[config.mk]
export PLATFORM = sky130hd
export DESIGN_NAME = flip_gather
export DESIGN_NICKNAME = d
export VERILOG_FILES = /design/src/rtl/flip_gather.sv
export SDC_FILE = /design/constraint.sdc
export NUM_CORES = 1
export LEC_CHECK = 0
export ABC_AREA = 1
export BUFFER_PORTS_ARGS = -buffer_cell sky130_fd_sc_hd__buf_2
export CAP_MARGIN = 20
export CELL_PAD_IN_SITES_DETAIL_PLACEMENT = 0
export CELL_PAD_IN_SITES_GLOBAL_PLACEMENT = 2
export CORE_ASPECT_RATIO = 0.9
export CORE_UTILIZATION = 35
export CTS_BUF_LIST = sky130_fd_sc_hd__clkbuf_8
export DETAILED_ROUTE_END_ITERATION = 6
export PLACE_DENSITY_LB_ADDON = 0.1
export SLEW_MARGIN = 20
export SYNTH_ARGS = -nofsm -noshare
export SYNTH_HDL_FRONTEND = slang
export SYNTH_SLANG_ARGS = --single-unit
[constraint.sdc]
create_clock -name clock -period 10.25 [get_ports clock]
set_clock_uncertainty 0.05 [all_clocks]
set_input_delay 1.025 -clock clock [delete_from_list [all_inputs] [get_ports clock]]
set_output_delay 1.025 -clock clock [all_outputs]
set_load 0.02 [all_outputs]
[src/rtl/flip_gather.sv]
// Gathers the four flip8 line results for one move, scatters them onto the board,
// applies the move and returns the next-turn board pair. Optional checks: GATHER_CHECK_EN.
module flip_gather #(
    parameter int SWAP_SIDES = 1
) (
    input  logic        clock,
    input  logic        reset,
    input  logic        start_valid,
    output logic        start_ready,
    input  logic [63:0] player,
    input  logic [63:0] opponent,
    input  logic [5:0]  pos,
    input  logic        line_valid,
    output logic        line_ready,
    input  logic [1:0]  line_idx,
    input  logic [7:0]  flip_upper,
    input  logic [7:0]  flip_lower,
    output logic        out_valid,
    input  logic        out_ready,
    output logic [63:0] out_player,
    output logic [63:0] out_opponent,
    output logic [63:0] flip_mask,
    output logic        legal,
    output logic        err
);

    typedef enum logic [1:0] {
        IDLE    = 2'd0,
        COLLECT = 2'd1,
        OUT     = 2'd2
    } state_t;

    // flip8 reports the lower half scanning away from the move, hence reversed
    function automatic logic [7:0] rev8(input logic [7:0] b);
        logic [7:0] r;
        r = 8'd0;
        for (int k = 0; k < 8; k++) begin
            r[k[2:0]] = b[3'(7 - k)];
        end
        return r;
    endfunction

    // Place line bit k on the board for the line through (r,c); off-board squares drop out
    function automatic logic [63:0] scatter(input logic [1:0] idx, input logic [7:0] line,
                                            input logic [2:0] r, input logic [2:0] c);
        logic [63:0] m;
        int row;
        int col;
        m = 64'd0;
        for (int k = 0; k < 8; k++) begin
            case (idx)
                2'd0:    begin row = int'(r); col = k;                      end
                2'd1:    begin row = k;       col = int'(c);                end
                2'd2:    begin row = k;       col = k + int'(c) - int'(r);  end
                2'd3:    begin row = k;       col = int'(r) + int'(c) - k;  end
                default: begin row = -1;      col = -1;                     end
            endcase
            if (line[k[2:0]] && row >= 0 && row < 8 && col >= 0 && col < 8) begin
                m = m | (64'd1 << (row * 8 + col));
            end else begin
                m = m;
            end
        end
        return m;
    endfunction

    state_t      state_r, state_s;
    logic [63:0] player_r, opponent_r, acc_r;
    logic [5:0]  pos_r;
    logic [1:0]  cnt_r;
    logic        start_ready_r, line_ready_r, out_valid_r, err_r, legal_r;
    logic [63:0] out_player_r, out_opponent_r, flip_mask_r;

    logic        start_acc_s, line_acc_s, last_s, occ_s, legal_s, err_set_s;
    logic [7:0]  line_s;
    logic [63:0] acc_s, a_s, b_s, mask_s;

    assign start_acc_s = start_valid & start_ready_r;
    assign line_acc_s  = line_valid & line_ready_r;
    assign last_s      = line_acc_s & (cnt_r == 2'd3);

    // Next-state logic
    always_comb begin
        state_s = state_r;
        case (state_r)
            IDLE: begin
                if (start_acc_s) state_s = COLLECT;
                else             state_s = IDLE;
            end
            COLLECT: begin
                if (last_s) state_s = OUT;
                else        state_s = COLLECT;
            end
            OUT: begin
                if (out_valid_r && out_ready) state_s = IDLE;
                else                          state_s = OUT;
            end
            default: state_s = IDLE;
        endcase
    end

    // Scatter the offered line and form the result the move would produce
    always_comb begin
        line_s  = flip_upper | rev8(flip_lower);
        acc_s   = acc_r | scatter(cnt_r, line_s, pos_r[5:3], pos_r[2:0]);
        occ_s   = player_r[pos_r] | opponent_r[pos_r];
        legal_s = (|acc_s) & ~occ_s;
        if (legal_s) begin
            a_s    = player_r | acc_s | (64'd1 << pos_r);
            b_s    = opponent_r & ~acc_s;
            mask_s = acc_s;
        end else begin
            a_s    = player_r;
            b_s    = opponent_r;
            mask_s = 64'd0;
        end
    end

`ifdef GATHER_CHECK_EN
    // Lines must arrive in row/col/diag/anti order and only flip opponent stones
    always_comb begin
        err_set_s = 1'b0;
        if (line_acc_s && (line_idx != cnt_r)) begin
            err_set_s = 1'b1;
        end else if (last_s && (|(acc_s & ~opponent_r))) begin
            err_set_s = 1'b1;
        end else begin
            err_set_s = 1'b0;
        end
    end
`else
    logic unused_s;
    assign unused_s  = ^line_idx;
    assign err_set_s = 1'b0;
`endif

    // State register
    always_ff @(posedge clock) begin
        if (reset) state_r <= IDLE;
        else       state_r <= state_s;
    end

    // Job latch, accumulator, line counter and registered outputs
    always_ff @(posedge clock) begin
        if (reset) begin
            player_r       <= 64'd0;
            opponent_r     <= 64'd0;
            pos_r          <= 6'd0;
            acc_r          <= 64'd0;
            cnt_r          <= 2'd0;
            start_ready_r  <= 1'b1;
            line_ready_r   <= 1'b0;
            out_valid_r    <= 1'b0;
            out_player_r   <= 64'd0;
            out_opponent_r <= 64'd0;
            flip_mask_r    <= 64'd0;
            legal_r        <= 1'b0;
            err_r          <= 1'b0;
        end else begin
            if (start_acc_s) begin
                player_r   <= player;
                opponent_r <= opponent;
                pos_r      <= pos;
                acc_r      <= 64'd0;
                cnt_r      <= 2'd0;
            end else if (line_acc_s) begin
                acc_r <= acc_s;
                cnt_r <= cnt_r + 2'd1;
            end else begin
                acc_r <= acc_r;
                cnt_r <= cnt_r;
            end
            if (last_s) begin
                out_player_r   <= (SWAP_SIDES != 0) ? b_s : a_s;
                out_opponent_r <= (SWAP_SIDES != 0) ? a_s : b_s;
                flip_mask_r    <= mask_s;
                legal_r        <= legal_s;
            end else begin
                out_player_r   <= out_player_r;
                out_opponent_r <= out_opponent_r;
                flip_mask_r    <= flip_mask_r;
                legal_r        <= legal_r;
            end
            start_ready_r <= (state_s == IDLE);
            line_ready_r  <= (state_s == COLLECT);
            out_valid_r   <= (state_s == OUT);
            err_r         <= err_r | err_set_s;
        end
    end

    assign start_ready  = start_ready_r;
    assign line_ready   = line_ready_r;
    assign out_valid    = out_valid_r;
    assign out_player   = out_player_r;
    assign out_opponent = out_opponent_r;
    assign flip_mask    = flip_mask_r;
    assign legal        = legal_r;
    assign err          = err_r;

endmodule
* Word level (Yosys, flattened, before mapping)
Index checks and enable logic that the tools add are counted.
Cells by class: add/subtract/negate cells 32, multipliers 0, divide/modulo/power cells 0, magnitude comparators 33, equal/unequal tests 7, shifts and indexed selects 9, mux-type cells 35, bitwise logic cells 19, reduce and logical (&&, ||, !) cells 39
Operators by type and width (count):
- $pmux W32 S4 | 8
- $mux W64 | 11
- $or A64 B64 Y64 | 10
- $ge A32 B1 Y1 const B | 16
- $lt A32 B5 Y1 const B | 16
- $pmux W32 S2 | 8
- $shl A1 B32 Y64 const A | 8
- $add A32 B32 Y32 | 8
- $sub A32 B4 Y32 const B | 3
- $and A64 B64 Y64 | 1
- $not A64 Y64 | 1
- $reduce_or A64 Y1 | 1
- $shl A1 B6 Y64 const A | 1
- $sub A32 B3 Y32 const B | 2
- $sub A4 B3 Y5 | 7
- $logic_and A1 B1 Y1 | 33
- $sub A32 B2 Y32 const B | 1
- $add A3 B3 Y4 const A | 4
- $bmux W1 S6 | 2
- $add A2 B3 Y4 const A | 2
- $eq A2 B2 Y1 const B | 4
- $or A8 B8 Y8 | 1
- $lt A6 B7 Y1 const B | 1
- $eq A2 B1 Y1 const B | 3
- other kinds (14) | 22
Word-level totals: register bits 398, bits in latches 0, memory bits (writable) 0, memory bits (read-only) 0, input bits 157, output and inout bits 197, logic and storage cells 187, memories kept 0

* Logic depth before layout (Yosys ltp)
Gate-level depths: netlist of run 1.
word-level depth 27, gate-level depth with buffers 42, mapped depth without buffers 38

* Least setup slack after synthesis of run 1
Ideal clock, no wire load.
kind register -> register, start register pos_r[2], end register out_player_r[57] (netlist: out_player[57]), library setup time 0.132 ns, arrival 5.593 ns, data required time 10.068 ns, setup slack 4.475 ns, stages on the path, launching flop included 41, path buffers 4, period minus slack after synthesis 5.775 ns, cell sequence dfxtp_1 > inv_1 > clkbuf_1 > buf_1 > ha_1 > inv_2 > nand2_1 > nand2_2 > inv_2 > ha_1 > inv_1 > nor2_1 > nand4_1 > nand3_1 > ha_1 > fa_1 > a21oi_1 > ha_1 > [5 not listed] > nor2_1 > nand3_1 > nor2_1 > nor2_1 > nand2_1 > nor2_1 > nand2_1 > nor2_1 > nand2_1 > nor2_1 > nand2_1 > nor2_1 > nand2_2 > buf_6 > buf_6 > nand3_1 > nand2_1 > a21oi_1
Between the ends: word-level cells in the longest chain between the ends 24
Ends and longest elaborated chain:
- from (decl) | line 69 | logic [5:0] pos_r;
- from (signal assigned) | line 163 | pos_r <= pos;
- parallel branches: the longest is 23 deep, another holds $sub A32 B2 Y32
- $mux W64 (*) | line 108 | if (legal_s) begin
- to (signal assigned) | line 174 | out_player_r <= (SWAP_SIDES != 0) ? b_s : a_s;
- to (signal assigned) | line 179 | out_player_r <= out_player_r;
- to (decl) | line 72 | logic [63:0] out_player_r, out_opponent_r, flip_mask_r;
Mark *: on every way between the ends. The select of a mux whose other input is x is not followed. A chain may end at the register's enable or synchronous reset.

* Final worst setup path of run 1
start register pos_r[1], end register out_player_r[39] (netlist: out_player[39])
The elaborated chain is that of the path after synthesis.

==> flow_results.org, run 1 <==
** Timing
- Count of final setup violators :: 0
- Final hold analysis gives a worst-case slack of 408 ps.
- Summed over all failing endpoints, the final setup total negative slack is 0 ps.
- Share of the cycle needed by the critical path after routing :: ~78%
- Number of hold-slack violations in the final timing report :: 0
- For the pin with the worst max-slew slack, the measured transition is 1280 ps.
- Maximum clock frequency :: approximately 0.13 GHz
- Shortest period the worst path allows :: 7950 ps
- Headroom to the max-slew limit came out at 14.0%.
- Final max-slew violation count :: 0
- Setup repair after global routing left no endpoint under its margin.

** Route
- Count of unresolved DRC violations after routing :: 7
- Detail Route Antenna Nets :: 0
- Pre-antenna DRT Iters :: 7
- The first routing iteration left 3764 violations.
- Summing over every cut layer, the via total after detailed routing is 29998.
- The final layout contains routed wiring with a total length of 135 mm.
- Post-DR wirelength/cell :: 25.9 um
- Vias per cell :: approximately 5.7

** Logic synthesis
- Number of synthesized flops with an enable pin :: 0
- Number of cells produced by synthesis :: ~4000
- The mapped netlist covers about 26000 sq um.
- The portion of synthesized area spent on multiplexers is under 10%.
- Counting distinct cell types in the post-synthesis netlist gives 57.
- Parity-gate share of the synthesized area counting xor and xnor cells :: 0.497%
- Synthesized area per cell :: 6.48 sq um
- Among all flip-flop cells after synthesis, the most frequent one is dfxtp_1.
- The synthesized design spends more area on one cell type than any other, namely dfxtp_1.
- Synthesized netlist net count :: 4257
- In this run the biggest area consumer among cell types represents 30.7% of the synthesized area.
- Of the total synthesized cell area, the portion taken by full adders, half adders and majority gates is 5.23%.
- In this run, synthesis produced a sequential element count of 398.
- Of all flip-flops after synthesis, the portion carrying an async set or reset was 0%.
- The synthesized netlist devotes about a third of its cell area to simple gates.
- Total of warnings raised by yosys :: 0
- By area, the combinational part of the netlist is dominated by simple AND/OR/NAND/NOR gates.
- Summing the areas of all compound-gate instances in the mapped netlist gives 18.0% of the synthesized area.
- Most area-consuming cells after synthesis :: dfxtp_1, nor2_1, nand2_1
- After synthesis, flip-flops and latches occupy 30.7% of the total area.

** Clock tree
- CTS H-tree depth :: 3
- For this design, the CTS-stage hold fixing added 0 buffers.
- In this run, post-CTS repair resized a total of 0 instances.
- The clock passes through at most 3 buffers.
- CTS saw 398 sinks.
- Clock Latency Late Sink :: 710 ps
- CTS placed an instance of clkbuf_8 at the clock tree root.
- TritonCTS built the clock tree.
- Clk pin slew, worst setup/hold paths :: 60 ps
- The number of setup buffers added after CTS is 0.
- Clock tree synthesis inserted a total of 76 buffers.

** Critical path
- Measured in cells, the most critical reg-to-reg path has a length of 39.
- The worst setup path is captured at a register.
- Of all nets on the critical path, the largest fanout is a little over 80.
- Most frequent cell on the critical path :: nand2_1
- Arrival time reported for the critical path endpoint :: 8410 ps
- The critical path in this run is classified as reg2reg.
- Crit path launch type :: register
- The slowest stage of the critical path belongs to the cell nor2_1.
- Longest individual stage delay on the worst path :: 710 ps
- Critical path required time :: roughly 11000 ps

** Power and ir drop
- The design draws 4.29 mW.
- Static Leak :: around 13 nW
- In this run, the combinational gates consume 23.8% of the power.
- Clock Power Share :: 38.2%
- The internal power of the cells totals 2.69 mW.
- Summed over all nets, the switching power comes to 1.60 mW.
- IR Drop Worst-Case VDD :: ~0.074 mV
- Switching power share of the total :: 37.4%
- Sequential cells burn 38.0% of the power.
- Power per standard cell area :: 144 nW/um^2

** Min path
- Hold path depth :: 2
- In this run the worst hold path is classified as reg2reg.

** Run status
- The run finished, with violations left.
- The checks that failed: design-rule violations.

** Floorplan
- The die is about 260 um tall.
- Overall die area :: 75200 sq um
- In this run the core area contains between 90 and 100 standard-cell rows.
- For this configuration, the core starts out at a cell density of 35.4%.
- Chip width :: 289 um
- 354 I/O pins were placed.
- Core box area :: 73200 sq um

** Global route
- The initial antenna violation count is 7.
- Across every metal layer, demand over resource in global routing totals 34.9%.
- Entering global routing, the biggest net connects 167 pins.
- Wire length of the first global-routing pass :: 192 mm
- Total grt overflow :: 0
- The via count of the first global-routing pass was approximately 27000.

** Finish
- Leaving out fill and tap cells, the most frequent cell in the layout is nand2_1.
- From synthesis to final layout, the design area changed by 15.0%.
- Counting the fill cells in the layout gives 8120.
- Number of nets in the layout :: between 4000 and 5000
- Leading cell types in the layout, fill and taps excluded :: nand2_1, nor2_1, nand3_1, dfxtp_1, a21oi_1
- Cells with a size suffix above 1 make up between 10 and 15% of the layout.

** Job
- Across the run, the number of max-cap violations was 0.

** Placement
- Routability-driven placement finished with a final weighted congestion of 0.982.
- The wire-length estimate of the detail-placed layout is 98.0 mm.
- Port buffering added about 340 buffers.
==> final cells by class <==
class,count,area (sq um),share of cell area (%)
diodes,6,15.0,0.0503
repair buffers,415,2290,7.67
clock inverters,40,292,0.978
multi-input cells,2966,15500,52.1
flip-flops and latches,398,7970,26.7
well taps,960,1200,4.03
inverters,348,1310,4.40
clock buffers,89,1220,4.11
==> synthesized netlist by cell type, types with 10 or more instances <==
cell	number
buf_4	12
clkbuf_1	212
nand2_1	610
nor2_1	612
fa_1	19
a21oi_1	343
nor3_1	13
ha_1	78
o21ai_0	336
a31o_2	16
inv_1	311
inv_2	21
mux2i_1	47
o211ai_1	50
nand2_2	10
a221oi_1	32
buf_2	31
buf_1	30
nand3_1	423
o21ai_1	23
nand4_1	250
nand3_2	17
clkinv_1	16
dfxtp_1	398
==> state kept, by name (all words and copies together), names as in the netlist, 2 cells and up <==
name,flops
pos_r,6
out_opponent,64
acc_r,64
cnt_r,2
player_r,64
flip_mask,64
state_r,2
out_player,64
opponent_r,64
==> cell families (layout without fill, tap and decap cells) <==
logic type                 count (synthesis)  after routing
and+or+nand+nor                         1962           1962
adders and majority gates                 97             97
DFF                                      398            398
muxes                                     47             47
buffers and inverters                    639            892
AOI/OAI and AO/OA                        846            846
other                                      1              7
xor gates and xnor gates                  13             13
==> layer usage <==
layer	vias to the layer above	track usage (%)	share of wire, %
met4	2	12.7	3.7
met1	14209	49.5	45
met5	-	0	0.012
li1	14005	-	-
met3	230	8.47	9.8
met2	1552	50.7	42
==> through the flow <==
step / setup WS, ps / cell area (sq um) / utilization (%) / std cells
after global routing: 1610 / 29800 / 40.8 / 5221
after floorplan: 4470 / 25900 / - / 4003
final: 2300 / 29800 / 40.8 / 5222
after global placement: 2450 / 28300 / 38.7 / 5087
after detailed placement: 2430 / 28300 / 38.7 / 5087
after CTS: 2430 / 29800 / 40.7 / 5216
==> power groups by stage <==
stage | Clock [mW] | Sequential (mW) | Combinational, mW
2_1_floorplan | 0 | 1.65 | 0.576
3_3_place_gp | 0 | 1.66 | 0.981
3_5_place_dp | 0 | 1.66 | 0.977
4_1_cts | 1.66 | 1.63 | 0.981
5_1_grt | 1.73 | 1.63 | 1.07
6_report | 1.64 | 1.63 | 1.02
==> path summary, 6_finish.rpt <==
check | startpoint | end | slack (ps)
max | pos_r[1]$_SDFFE_PP0P_ | out_player[39]$_SDFFE_PP0P_ | 2300
min | out_player[21]$_SDFFE_PP0P_ | out_player[21]$_SDFFE_PP0P_ | 410
max reg2reg | pos_r[1]$_SDFFE_PP0P_ | out_player[39]$_SDFFE_PP0P_ | 2300
min reg2reg | out_player[21]$_SDFFE_PP0P_ | out_player[21]$_SDFFE_PP0P_ | 410
==> critical path: cells and delay by family (launching register included) <==
kind / cells / cell delay, ps
flip-flops: 1 / 620
adder cells (fa/ha/maj): 4 / 1270
buffers and inverters: 5 / 960
AO/OA/AOI/OAI: 2 / 560
AND/OR/NAND/NOR: 28 / 4300
(Power assumes the default switching activity.)
==> run 2, diff against run 1 <==
--- a/config.mk
+++ b/config.mk
@@ -11,7 +11,7 @@
 export CELL_PAD_IN_SITES_DETAIL_PLACEMENT = 0
 export CELL_PAD_IN_SITES_GLOBAL_PLACEMENT = 2
 export CORE_ASPECT_RATIO = 0.9
-export CORE_UTILIZATION = 35
+export CORE_UTILIZATION = 29
 export CTS_BUF_LIST = sky130_fd_sc_hd__clkbuf_8
 export DETAILED_ROUTE_END_ITERATION = 6
 export PLACE_DENSITY_LB_ADDON = 0.1
==> constraint.sdc (replaced) <==
create_clock -name clock -period 6.75 [get_ports clock]
set_clock_uncertainty 0.05 [all_clocks]
set_input_delay 0.675 -clock clock [delete_from_list [all_inputs] [get_ports clock]]
set_output_delay 0.675 -clock clock [all_outputs]
set_load 0.02 [all_outputs]
==> run 2 against run 1 <==
Against the previous run:
- the run now ends clean
- count of clock-buffer cells in the layout fell by 2
- total power rose by 54%
- sequential share of layout area fell by 1.2 points
- design area rose by 4.7%
- combinational power rose by 64%
- non-clock buffer count rose by 113
- global-route usage fell by 3.4 points
- fmax rose by 23%
- sequential power rose by 52%
- utilization fell by 5.3 points
- critical path type unchanged
- largest cell class unchanged
- highest routed layer unchanged
==> flow_results.org, run 2 (synthesized netlist as in run 1, its figures left out) <==
** Critical path
- CP Capture Type :: register
- Critical path peak fanout :: 20 (-76%)
- Max stage delay cell, worst path :: fa_1
- Crit path launch type :: register
- Longest individual stage delay on the worst path :: 460 ps (-250 ps)
- Cell family with most CP delay :: simple AND/OR/NAND/NOR gates
- The signal arrival time at the worst endpoint is 6940 ps (-1470 ps).
- Critical path required time :: 7220 ps (-3490 ps)
- The worst path buffer plus inverter count came to 7 (+2).
- The critical path in this run is classified as reg2reg.
- The register-to-register path setup slack came to 280 ps (-2020 ps).
- Among the stages of the critical path, the cell type that occurs most often is nor2_1.

** Route
- The average via count per standard cell came to 5.47 (-4.8%).
- The final routed wire length divided by cell count came to 26.8 um (+3.4%).
- Count of unresolved DRC violations after routing :: 0 (-7)
- The post-detailed-route count of antenna-violating nets was 0 (unchanged).
- Post-detailed-routing wire length :: 148 mm (+9.4%)
- The via count came to 30207 (+0.70%).
- The number of DRC markers after the initial detailed-route iteration was 3829 (+1.7%).
- The first-pass detailed-route iteration total came to 6 (-1).

** Global route
- Total grt overflow :: 0 (unchanged)
- Wire length of the first global-routing pass :: 206 mm (+7.2%)
- The initial antenna violation count came to 9 (+2).
- Global Route Usage Sum :: 31.5% (-3.4 points)
- The via count of the first global-routing pass was 27982 (+3.5%).
- The maximum number of pins on one net before global-route repair was 213 (+28%).

** Floorplan
- Overall die area :: 90600 sq um (+21%)
- The area of the core is 88100 sq um (+20%).
- Chip width :: 317 um (+9.8%)
- The total I/O pin count is 354 (unchanged).
- The starting density of the core came to 29.4% (-6.0 points).
- The height of the die is 286 um (+9.8%).
- Row count :: 103 (+9.6%)

** Clock tree
- In this run the clock root is driven by a clkbuf_8.
- CTS H-tree depth :: 3 (unchanged)
- Count of hold buffers inserted by post-cts repair :: 0 (unchanged)
- The TritonCTS sink count is 398 (unchanged).
- The register clock-pin slew on the reported worst setup and hold paths is 70 ps (about the same).
- The clock insertion delay at the later pin of the skew report came to 720 ps (about the same).
- Inserted Clock Buffers :: 74 (-2.6%)
- TritonCTS built the clock tree.
- The number of buffers between clock root and the deepest sink came to 3 (unchanged).

** Placement
- Cell total after placement :: 5390 (+6.0%)
- The total cell area at the placement stage is 29500 sq um (+4.2%).
- The sum of net half-perimeters after detailed placement was 111 mm (+13%).
- Routability congestion estimate :: 0.969 (-1.3%)
- The number of buffers inserted by port buffering came to 342 (unchanged).

** Min path
- In this run the worst hold path is classified as in2reg.

** Finish
- The final non-filler cell total was 5525 (+5.8%).
- The area growth from synthesis to layout is 20.4%.
- The summed area of non-filler cells in the final layout is 31200 sq um (+4.7%).
- Leaving out fill and tap cells, the most frequent cell in the layout is nand2_1.
- The library cells used most frequently in the layout, excluding fill and tap cells, are nand2_1, nor2_1, nand3_1, dfxtp_1, a21oi_1.
- The final net count was 4570 (+2.5%).
- Share of post-route cells with drive strength above 1 :: 18.1% (+3.5 points)

** Timing
- Number of hold-slack violations in the final timing report :: 0 (unchanged)
- The peak clock frequency supported by timing was 0.155 GHz (+23%).
- The transition time of the tightest slew-check pin was 1120 ps (-159 ps).
- The final critical-path share of the clock period was 95.8% (+18 points).
- The setup TNS came to 0 ps (unchanged).
- The worst slew slack as a fraction of its limit came to 25.0% (+11 points).
- The final critical path time including I/O delays and setup is 6470 ps (-1480 ps).
- The number of pins exceeding their max-slew limit in the final report is 0 (unchanged).
- The number of failing setup endpoints in the final timing report is 0 (unchanged).

** Job
- The number of violations of the max-capacitance limit is 0 (unchanged).

** Power and ir drop
- Static Leak :: 13.8 nW (+4.7%)
- The power density over the cells came to 211 nW/um^2 (+47%).
- Final Total Pwr :: 6.59 mW (+54%)
- IR Drop Worst-Case VDD :: 0.145 mV (+95%)

** Run status
- Run status :: complete, no violations
==> run 2: changes by cell type in the layout (fill, tap and decap cells not counted), moves of 2 or more <==
| cell | change |
|---|---|
| buf_4 | +100 |
| nor2_1 | -34 |
| nor2_2 | +30 |
| nand2_1 | -12 |
| nand2_2 | +12 |
| buf_12 | +10 |
| inv_1 | -5 |
| nor2_4 | +4 |
| clkinv_2 | +3 |
| clkbuf_16 | +2 |
| clkbuf_8 | -2 |
| diode_2 | -2 |
| inv_12 | -2 |
| nor3_1 | -2 |
==> run 2: path summary, 6_finish.rpt <==
| check | end | startpoint | depth (start not counted) |
|---|---|---|---|
| worst min register to register | out_player[22]$_SDFFE_PP0P_ | out_player[22]$_SDFFE_PP0P_ | 2 |
| worst max register to register | out_player[15]$_SDFFE_PP0P_ | pos_r[0]$_SDFFE_PP0P_ | 36 |
| worst min-delay path | player_r[6]$_SDFFE_PP0P_ | player[6] | 3 |
| worst max-delay path | out_player[15]$_SDFFE_PP0P_ | pos_r[0]$_SDFFE_PP0P_ | 36 |
==> run 2: where the power goes <==
part	total, mW	internal (mW)	switching (mW)
logic	1.67	0.410	1.26
clock network	2.45	1.29	1.16
registers	2.47	2.42	0.0465
==> run 2: cell type report <==
cell class	count	area, sq um
repair buffers	528	3320
clock buffers	87	1200
inverters	348	1320
well taps	1155	1450
clock inverters	39	282
multi-input cells	2966	15700
fillers	9920	56900
diodes	4	10.0
flip-flops and latches	398	7970
==> run 2: stage by stage <==
step           utilization [%]  setup slack, ps  hold WS, ps
2_1_floorplan                -              975          391
3_3_place_gp              33.4              157          401
3_5_place_dp              33.4              202          402
4_1_cts                   35.1              193          139
5_1_grt                   35.4            -18.1          187
6_report                  35.4              283          179
==> run 2: per-layer routing <==
metal / vias up / part of all wire [%] / global-route usage, %
met4: 6 / 2.5 / 8.17
met1: 14559 / 46 / 46.5
met3: 153 / 8.1 / 5.62
li1: 14251 / - / -
met2: 1238 / 43 / 46.7
met5: - / 0.13 / 0
==> run 2: tightest hold or removal path, delay by kind of cell <==
| family | cells | cell delay (ps) |
|---|---|---|
| AOI/OAI and AO/OA | 1 | 70 |
| buffers and inverters | 1 | 70 |
| and+or+nand+nor | 1 | 70 |
==> run 2: what timing repair did <==
item                                    CTS  global route
gates resized for setup                   0            63
setup buffers                             0             3
endpoints found under the setup margin    0           193
